$ cat config.mk
export PLATFORM = sky130hd
export DESIGN_NAME = uart_mem_bridge
export DESIGN_NICKNAME = d
export VERILOG_FILES = /design/src/rtl/uart_mem_bridge_pkg.sv /design/src/rtl/uart_resp_serializer.sv /design/src/rtl/uart_mem_bridge.sv
export SDC_FILE = /design/constraint.sdc
export NUM_CORES = 1
export LEC_CHECK = 0
export ABC_AREA = 1
export CAP_MARGIN = 15
export CELL_PAD_IN_SITES_DETAIL_PLACEMENT = 1
export CELL_PAD_IN_SITES_GLOBAL_PLACEMENT = 2
export CORE_MARGIN = 2
export CORE_UTILIZATION = 34
export CTS_BUF_LIST = sky130_fd_sc_hd__clkbuf_8
export DETAILED_ROUTE_END_ITERATION = 8
export DONT_BUFFER_PORTS = 1
export PLACE_DENSITY = 0.88
export SLEW_MARGIN = 20
export SYNTH_ARGS = -nofsm -noshare
export SYNTH_HDL_FRONTEND = slang
export SYNTH_HIERARCHICAL = 1
export SYNTH_SLANG_ARGS = --single-unit
$ cat constraint.sdc
create_clock -name clk -period 3 [get_ports clk]
set_input_delay 0.45 -clock clk [delete_from_list [all_inputs] [get_ports clk]]
set_output_delay 0.45 -clock clk [all_outputs]
set_load 0.02 [all_outputs]
$ cat src/rtl/uart_mem_bridge_pkg.sv
// Shared types and constants for the UART debug bridge into the instruction/data memories.
package uart_mem_bridge_pkg;

    typedef enum logic [2:0] {
        StIdle,
        StAddr,
        StData,
        StCheck,
        StIssue,
        StWaitRsp,
        StSend
    } state_t;

    localparam int unsigned HdrRwBit    = 7;
    localparam int unsigned HdrMemBit   = 6;
    localparam int unsigned HdrAddr8Bit = 0;
    localparam logic [7:0]  HdrRsvdMask = 8'h3E;

    localparam logic [7:0]  AckByte = 8'h06;
    localparam logic [7:0]  NakByte = 8'h15;

    localparam int unsigned RespLen   = 6;
    localparam int unsigned WrDataLen = 4;

endpackage

$ cat src/rtl/uart_resp_serializer.sv
// Shifts out a loaded 1- or 6-byte response MSB byte first over a valid/ready byte handshake.
module uart_resp_serializer
    import uart_mem_bridge_pkg::*;
(
    input  logic        clk,
    input  logic        reset,
    input  logic        load,
    input  logic [47:0] load_data,
    input  logic [2:0]  load_count,
    output logic [7:0]  tx_byte,
    output logic        tx_valid,
    input  logic        tx_ready,
    output logic        done
);

    logic [47:0] shift_q, shift_d;
    logic [2:0]  cnt_q, cnt_d;
    logic        xfer;

    assign xfer = tx_valid && tx_ready;

    always_comb begin
        shift_d = shift_q;
        cnt_d   = cnt_q;
        if (load) begin
            cnt_d = load_count;
            // A single-byte response sits in the low byte; move it to the output position.
            shift_d = (load_count == 3'd1) ? {load_data[7:0], {((RespLen - 1) * 8){1'b0}}}
                                           : load_data;
        end else if (xfer) begin
            cnt_d   = cnt_q - 3'd1;
            shift_d = {shift_q[39:0], 8'd0};
        end
    end

    always_ff @(posedge clk) begin
        if (reset) begin
            shift_q <= '0;
            cnt_q   <= '0;
        end else begin
            shift_q <= shift_d;
            cnt_q   <= cnt_d;
        end
    end

    assign tx_valid = (cnt_q != 3'd0);
    assign tx_byte  = shift_q[47:40];
    assign done     = xfer && (cnt_q == 3'd1);

endmodule

$ cat src/rtl/uart_mem_bridge.sv
// UART command engine: parses read/write frames, drives the memory debug bus, returns ACK/NAK/data.
module uart_mem_bridge
    import uart_mem_bridge_pkg::*;
#(
    parameter int unsigned RESP_TIMEOUT  = 16,
    parameter int unsigned FRAME_TIMEOUT = 100000,
    parameter int unsigned TO_W          = 24
) (
    input  logic        clk,
    input  logic        reset,
    input  logic [7:0]  rx_byte,
    input  logic        rx_valid,
    output logic [7:0]  tx_byte,
    output logic        tx_valid,
    input  logic        tx_ready,
    input  logic        cpu_enable,
    output logic        write_mem_req,
    output logic        target_mem_type,
    output logic [8:0]  target_addr,
    output logic        rw_flag,
    output logic [31:0] uart_rx_data_out,
    input  logic        instr_mem_tx_data_ready,
    input  logic [41:0] instr_mem_tx_data_in,
    input  logic        data_mem_tx_data_ready,
    input  logic [41:0] data_mem_tx_data_in,
    output logic        busy,
    output logic [1:0]  err_sticky
);

    state_t          state_q, state_d;
    logic            rw_q, rw_d, mem_q, mem_d;
    logic [8:0]      addr_q, addr_d;
    logic [31:0]     wdata_q, wdata_d;
    logic [1:0]      bcnt_q, bcnt_d;
    logic [TO_W-1:0] to_q, to_d;
    logic [1:0]      err_q, err_d;

    logic            ld;
    logic [47:0]     ld_data;
    logic [2:0]      ld_count;
    logic            ser_done;

    logic            rsp_ready;
    logic [41:0]     rsp_data;

    // Only the memory addressed by the frame is listened to.
    assign rsp_ready = mem_q ? instr_mem_tx_data_ready : data_mem_tx_data_ready;
    assign rsp_data  = mem_q ? instr_mem_tx_data_in : data_mem_tx_data_in;

    always_comb begin
        state_d  = state_q;
        rw_d     = rw_q;
        mem_d    = mem_q;
        addr_d   = addr_q;
        wdata_d  = wdata_q;
        bcnt_d   = bcnt_q;
        to_d     = to_q;
        err_d    = err_q;
        ld       = 1'b0;
        ld_data  = '0;
        ld_count = 3'd1;

        unique case (state_q)
            StIdle: begin
                if (rx_valid) begin
                    rw_d      = rx_byte[HdrRwBit];
                    mem_d     = rx_byte[HdrMemBit];
                    addr_d[8] = rx_byte[HdrAddr8Bit];
                    to_d      = '0;
                    bcnt_d    = '0;
                    if ((rx_byte & HdrRsvdMask) != 8'd0) begin
                        ld      = 1'b1;
                        ld_data = {40'd0, NakByte};
                        state_d = StSend;
                    end else begin
                        state_d = StAddr;
                    end
                end
            end
            StAddr, StData: begin
                if (rx_valid) begin
                    to_d = '0;
                    if (state_q == StAddr) begin
                        addr_d[7:0] = rx_byte;
                        state_d     = rw_q ? StData : StCheck;
                    end else begin
                        wdata_d = {wdata_q[23:0], rx_byte};
                        bcnt_d  = bcnt_q + 2'd1;
                        if (bcnt_q == 2'(WrDataLen - 1)) begin
                            state_d = StCheck;
                        end
                    end
                end else if (to_q == TO_W'(FRAME_TIMEOUT - 1)) begin
                    err_d[1] = 1'b1;
                    state_d  = StIdle;
                end else begin
                    to_d = to_q + TO_W'(1);
                end
            end
            StCheck: begin
                to_d = '0;
                if (cpu_enable) begin
                    ld      = 1'b1;
                    ld_data = {40'd0, NakByte};
                    state_d = StSend;
                end else begin
                    state_d = StIssue;
                end
            end
            StIssue: begin
                // The response timeout runs from the issue cycle itself.
                to_d = to_q + TO_W'(1);
                if (rw_q) begin
                    ld      = 1'b1;
                    ld_data = {40'd0, AckByte};
                    state_d = StSend;
                end else begin
                    state_d = StWaitRsp;
                end
            end
            StWaitRsp: begin
                if (rsp_ready) begin
                    ld       = 1'b1;
                    ld_data  = {6'd0, rsp_data};
                    ld_count = 3'(RespLen);
                    state_d  = StSend;
                end else if (to_q == TO_W'(RESP_TIMEOUT - 1)) begin
                    ld      = 1'b1;
                    ld_data = {40'd0, NakByte};
                    state_d = StSend;
                end else begin
                    to_d = to_q + TO_W'(1);
                end
            end
            StSend: begin
                if (ser_done) begin
                    state_d = StIdle;
                end
            end
            default: state_d = StIdle;
        endcase

        if (rx_valid && !(state_q inside {StIdle, StAddr, StData})) begin
            err_d[0] = 1'b1;
        end
    end

    always_ff @(posedge clk) begin
        if (reset) begin
            state_q <= StIdle;
            rw_q    <= 1'b0;
            mem_q   <= 1'b0;
            addr_q  <= '0;
            wdata_q <= '0;
            bcnt_q  <= '0;
            to_q    <= '0;
            err_q   <= '0;
        end else begin
            state_q <= state_d;
            rw_q    <= rw_d;
            mem_q   <= mem_d;
            addr_q  <= addr_d;
            wdata_q <= wdata_d;
            bcnt_q  <= bcnt_d;
            to_q    <= to_d;
            err_q   <= err_d;
        end
    end

    assign write_mem_req    = (state_q == StIssue);
    assign target_mem_type  = mem_q;
    assign target_addr      = addr_q;
    assign rw_flag          = rw_q;
    assign uart_rx_data_out = wdata_q;
    assign busy             = (state_q != StIdle);
    assign err_sticky       = err_q;

    uart_resp_serializer u_ser (
        .clk        (clk),
        .reset      (reset),
        .load       (ld),
        .load_data  (ld_data),
        .load_count (ld_count),
        .tx_byte    (tx_byte),
        .tx_valid   (tx_valid),
        .tx_ready   (tx_ready),
        .done       (ser_done)
    );

endmodule
==> impl_metrics.yaml <==
run_status:
  status: "completed"
floorplan:
  pin_count: 155
  die-area_um2: 22660
  std_cell_rows: 53
  dieWidth_um: 150.5
  dieHeight_um: 150.5
  initial_core_util_pct: 34.73
  core_um2: 21020
clock_network:
  cts_hold_buf: 0
  cts.sinks: 125
  post_cts_buffers: 0
  cts_max_level: 4
  clkTransAtPathRegs_ns: 0.09
  cts_resized: 0
  root_buffer: "clkbuf_8"
  cts_tree: "done"
  worstSkewPairLatency_ns: 0.45
  clockBufferDepth: 2
  numCtsBuffers: 17
critical_path:
  required_ns: 3.39
  endpoint_kind: "register"
  cp_top_family: "simple AND/OR/NAND/NOR gates"
  critPathKind: "register to register"
  cpMaxStageDelayCell: "dfxtp_2"
  path_buf_inv: 4
  crit_arrival_ns: 2.99
  crit_path_start_kind: "register"
  crit_fanout: 41
  critical-path-max-stage-delay_ns: 0.51
  cp_cell_sequence: "nand2_1, nand2_1, clkinv_1, nor2_2, inv_2, buf_4, o21ai_0, inv_1, o21ai_0, nor2_1, nor2_1"
grt:
  grt_use_met2_pct: 31.98
  met3_usage_pct: 5.303
  grt_overflow: 0
  grt_max_degree: 52
  grt_pass1_vias: 7168
  antenna_found_initial: 0
  grt.total_usage_pct: 19.76
  grt.busiest_layer: "met2"
  grt_pass1_wl_mm: 35.71
  met1_usage_pct: 25.87
logic_synthesis:
  ys_seq_area_share_pct: 34.28
  synth_mux_area_share_pct: 0.1371
  ys_seq_elements: 125
  yosys.area_share.adder_pct: 0.8569
  ys_types: 33
  synth-compound-area-share_pct: 12.07
  synth_top_cell_by_area: "dfxtp_1"
  synthXorXnorAreaFrac_pct: 0
  syn_area_um2: 7301
  syn_avg_cell_area_um2: 6.079
  synth_top_area_share_pct: 34.28
  ys_warn_count: 6
  netlist_instances: 1201
  yosys-top-cells-area: "dfxtp_1 (34%), nand2_1 (19%), nor2_1 (9.4%), nand3_1 (7.7%), a21oi_1 (6.9%)"
  synth_simple_gate_area_share_pct: 41.58
  synth_top_family_by_area: "simple AND/OR/NAND/NOR gates"
final_layout:
  diodes: 0
  final_cell_mix: "nand2_1 (372), nor2_1 (182), dfxtp_1 (124)"
  final_common_cell: "nand2_1"
  fin_nets: 1269
  layout-drive-gt1-share_pct: 7.470
  areaGrowthSynthToFinish_pct: 6.478
  stdcell_count: 1453
  fin_util_pct: 36.98
hold_path:
  hold_class: "input port to register"
route:
  post-route-drc-count: 0
  wl_per_cell_um: 15.33
  vias: 7241
  first_pass_iters: 5
  drt_iter0_drc: 317
  wl_mm: 22.27
  via_per_inst: 4.983
  drt.antenna.violating_nets: 0
sta:
  finalCritPeriodShare_pct: 86.64
  fin_setup_tns_ns: 0
  rsz0062_at_grt: "false"
  worst_slack_ns: 0.4008
  tightest_slew_ns: 0.9870
  slew_viol_final: 0
  relSlewSlack_pct: 34.19
  skew_ns: 0.01676
  fmax_mhz: 384.7
  hold_viol: 0
  setup-violations-final: 0
  fin_crit_ns: 2.599
placed_design:
  dpl.hpwl_mm: 16.05
  gp_congestion: 0.8568
  port_buffers: 0
  pre_cts_slack_ns: 0.3474
  place_inst: 1420
power:
  vdd.ir_drop.worst_mv: 0.5125
  total_power_mw: 7.216
  power_density_nw_per_um2: 928.3
  p_leak_nw: 3.318
job:
  maxCapViolations: 0
## metal layers
metal | part of all wire (%) | vias to the layer above
li1 | - | 3715
met1 | 46 | 3363
met2 | 47 | 149
met3 | 6.2 | 14
met4 | 1.1 | 0
met5 | 0 | -
## power breakdown
| group | leakage, nW | internal, mW | switching [mW] |
|---|---|---|---|
| sequential | 1.02 | 2.06 | 0.444 |
| combinational | 2.12 | 1.03 | 2.25 |
| clock | 0.179 | 0.624 | 0.804 |
## area by class of cell
| cell class | instances | area, µm² |
|---|---|---|
| fill | 2841 | 13250 |
| multi-input combinational | 902 | 4023 |
| sequential | 125 | 2504 |
| inverter | 102 | 382.9 |
| tap | 275 | 344.1 |
| clock buffer | 18 | 247.7 |
| timing repair buffer | 17 | 147.6 |
| clock inverter | 14 | 125.1 |
## synthesized netlist by cell type, drive strengths merged
cell type	count
dfxtp	125
a211oi	1
o21ai	66
nand2	386
clkbuf	37
ha	5
nand3	114
nand3b	9
nand4	14
o21bai	1
a21o	1
nor3	3
nor2	191
clkinv	1
and2	2
buf	40
conb	1
inv	101
or2	1
mux2i	1
a21oi	101
## registers in the layout, indices dropped and copies added (netlist names)
name,cells
state_q,3
u_ser/cnt_q,3
u_ser/shift_q,48
err_sticky,2
rw_flag,1
to_q,24
uart_rx_data_out,32
target_addr,9
bcnt_q,2
target_mem_type,1
## final timing paths
path,start,to,slack (ns),cells after the start
min reg2reg,u_ser/shift_q[3],u_ser/shift_q[3],0.47,2
min,reset,uart_rx_data_out[3],0.06,1
max reg2reg,target_mem_type,u_ser/shift_q[41],0.40,11
max,target_mem_type,u_ser/shift_q[41],0.40,11
## metrics by stage
stage,area [µm²],hold slack [ns]
4_1_cts,7746,0.02697
5_1_grt,7774,0.01948
3_5_place_dp,7373,0.4577
2_1_floorplan,7320,0.4391
3_3_place_gp,7373,0.4421
6_report,7774,0.05891
## cell families (layout without fill, tap and decap cells)
group / after synthesis / after routing
and+or+nand+nor: 720 / 720
DFF: 125 / 125
AOI/OAI and AO/OA: 170 / 170
buffers and inverters: 179 / 151
muxes: 1 / 1
other: 1 / 6
adders and majority gates: 5 / 5
## worst register-to-register path, delay by kind of cell, from the launching register on
kind            cells  cell delay (ns)
buf+inv             4             0.57
flops               1             0.51
simple gates        5             0.77
compound gates      2             0.68
No activity file was read; power rests on OpenSTA's default activity.
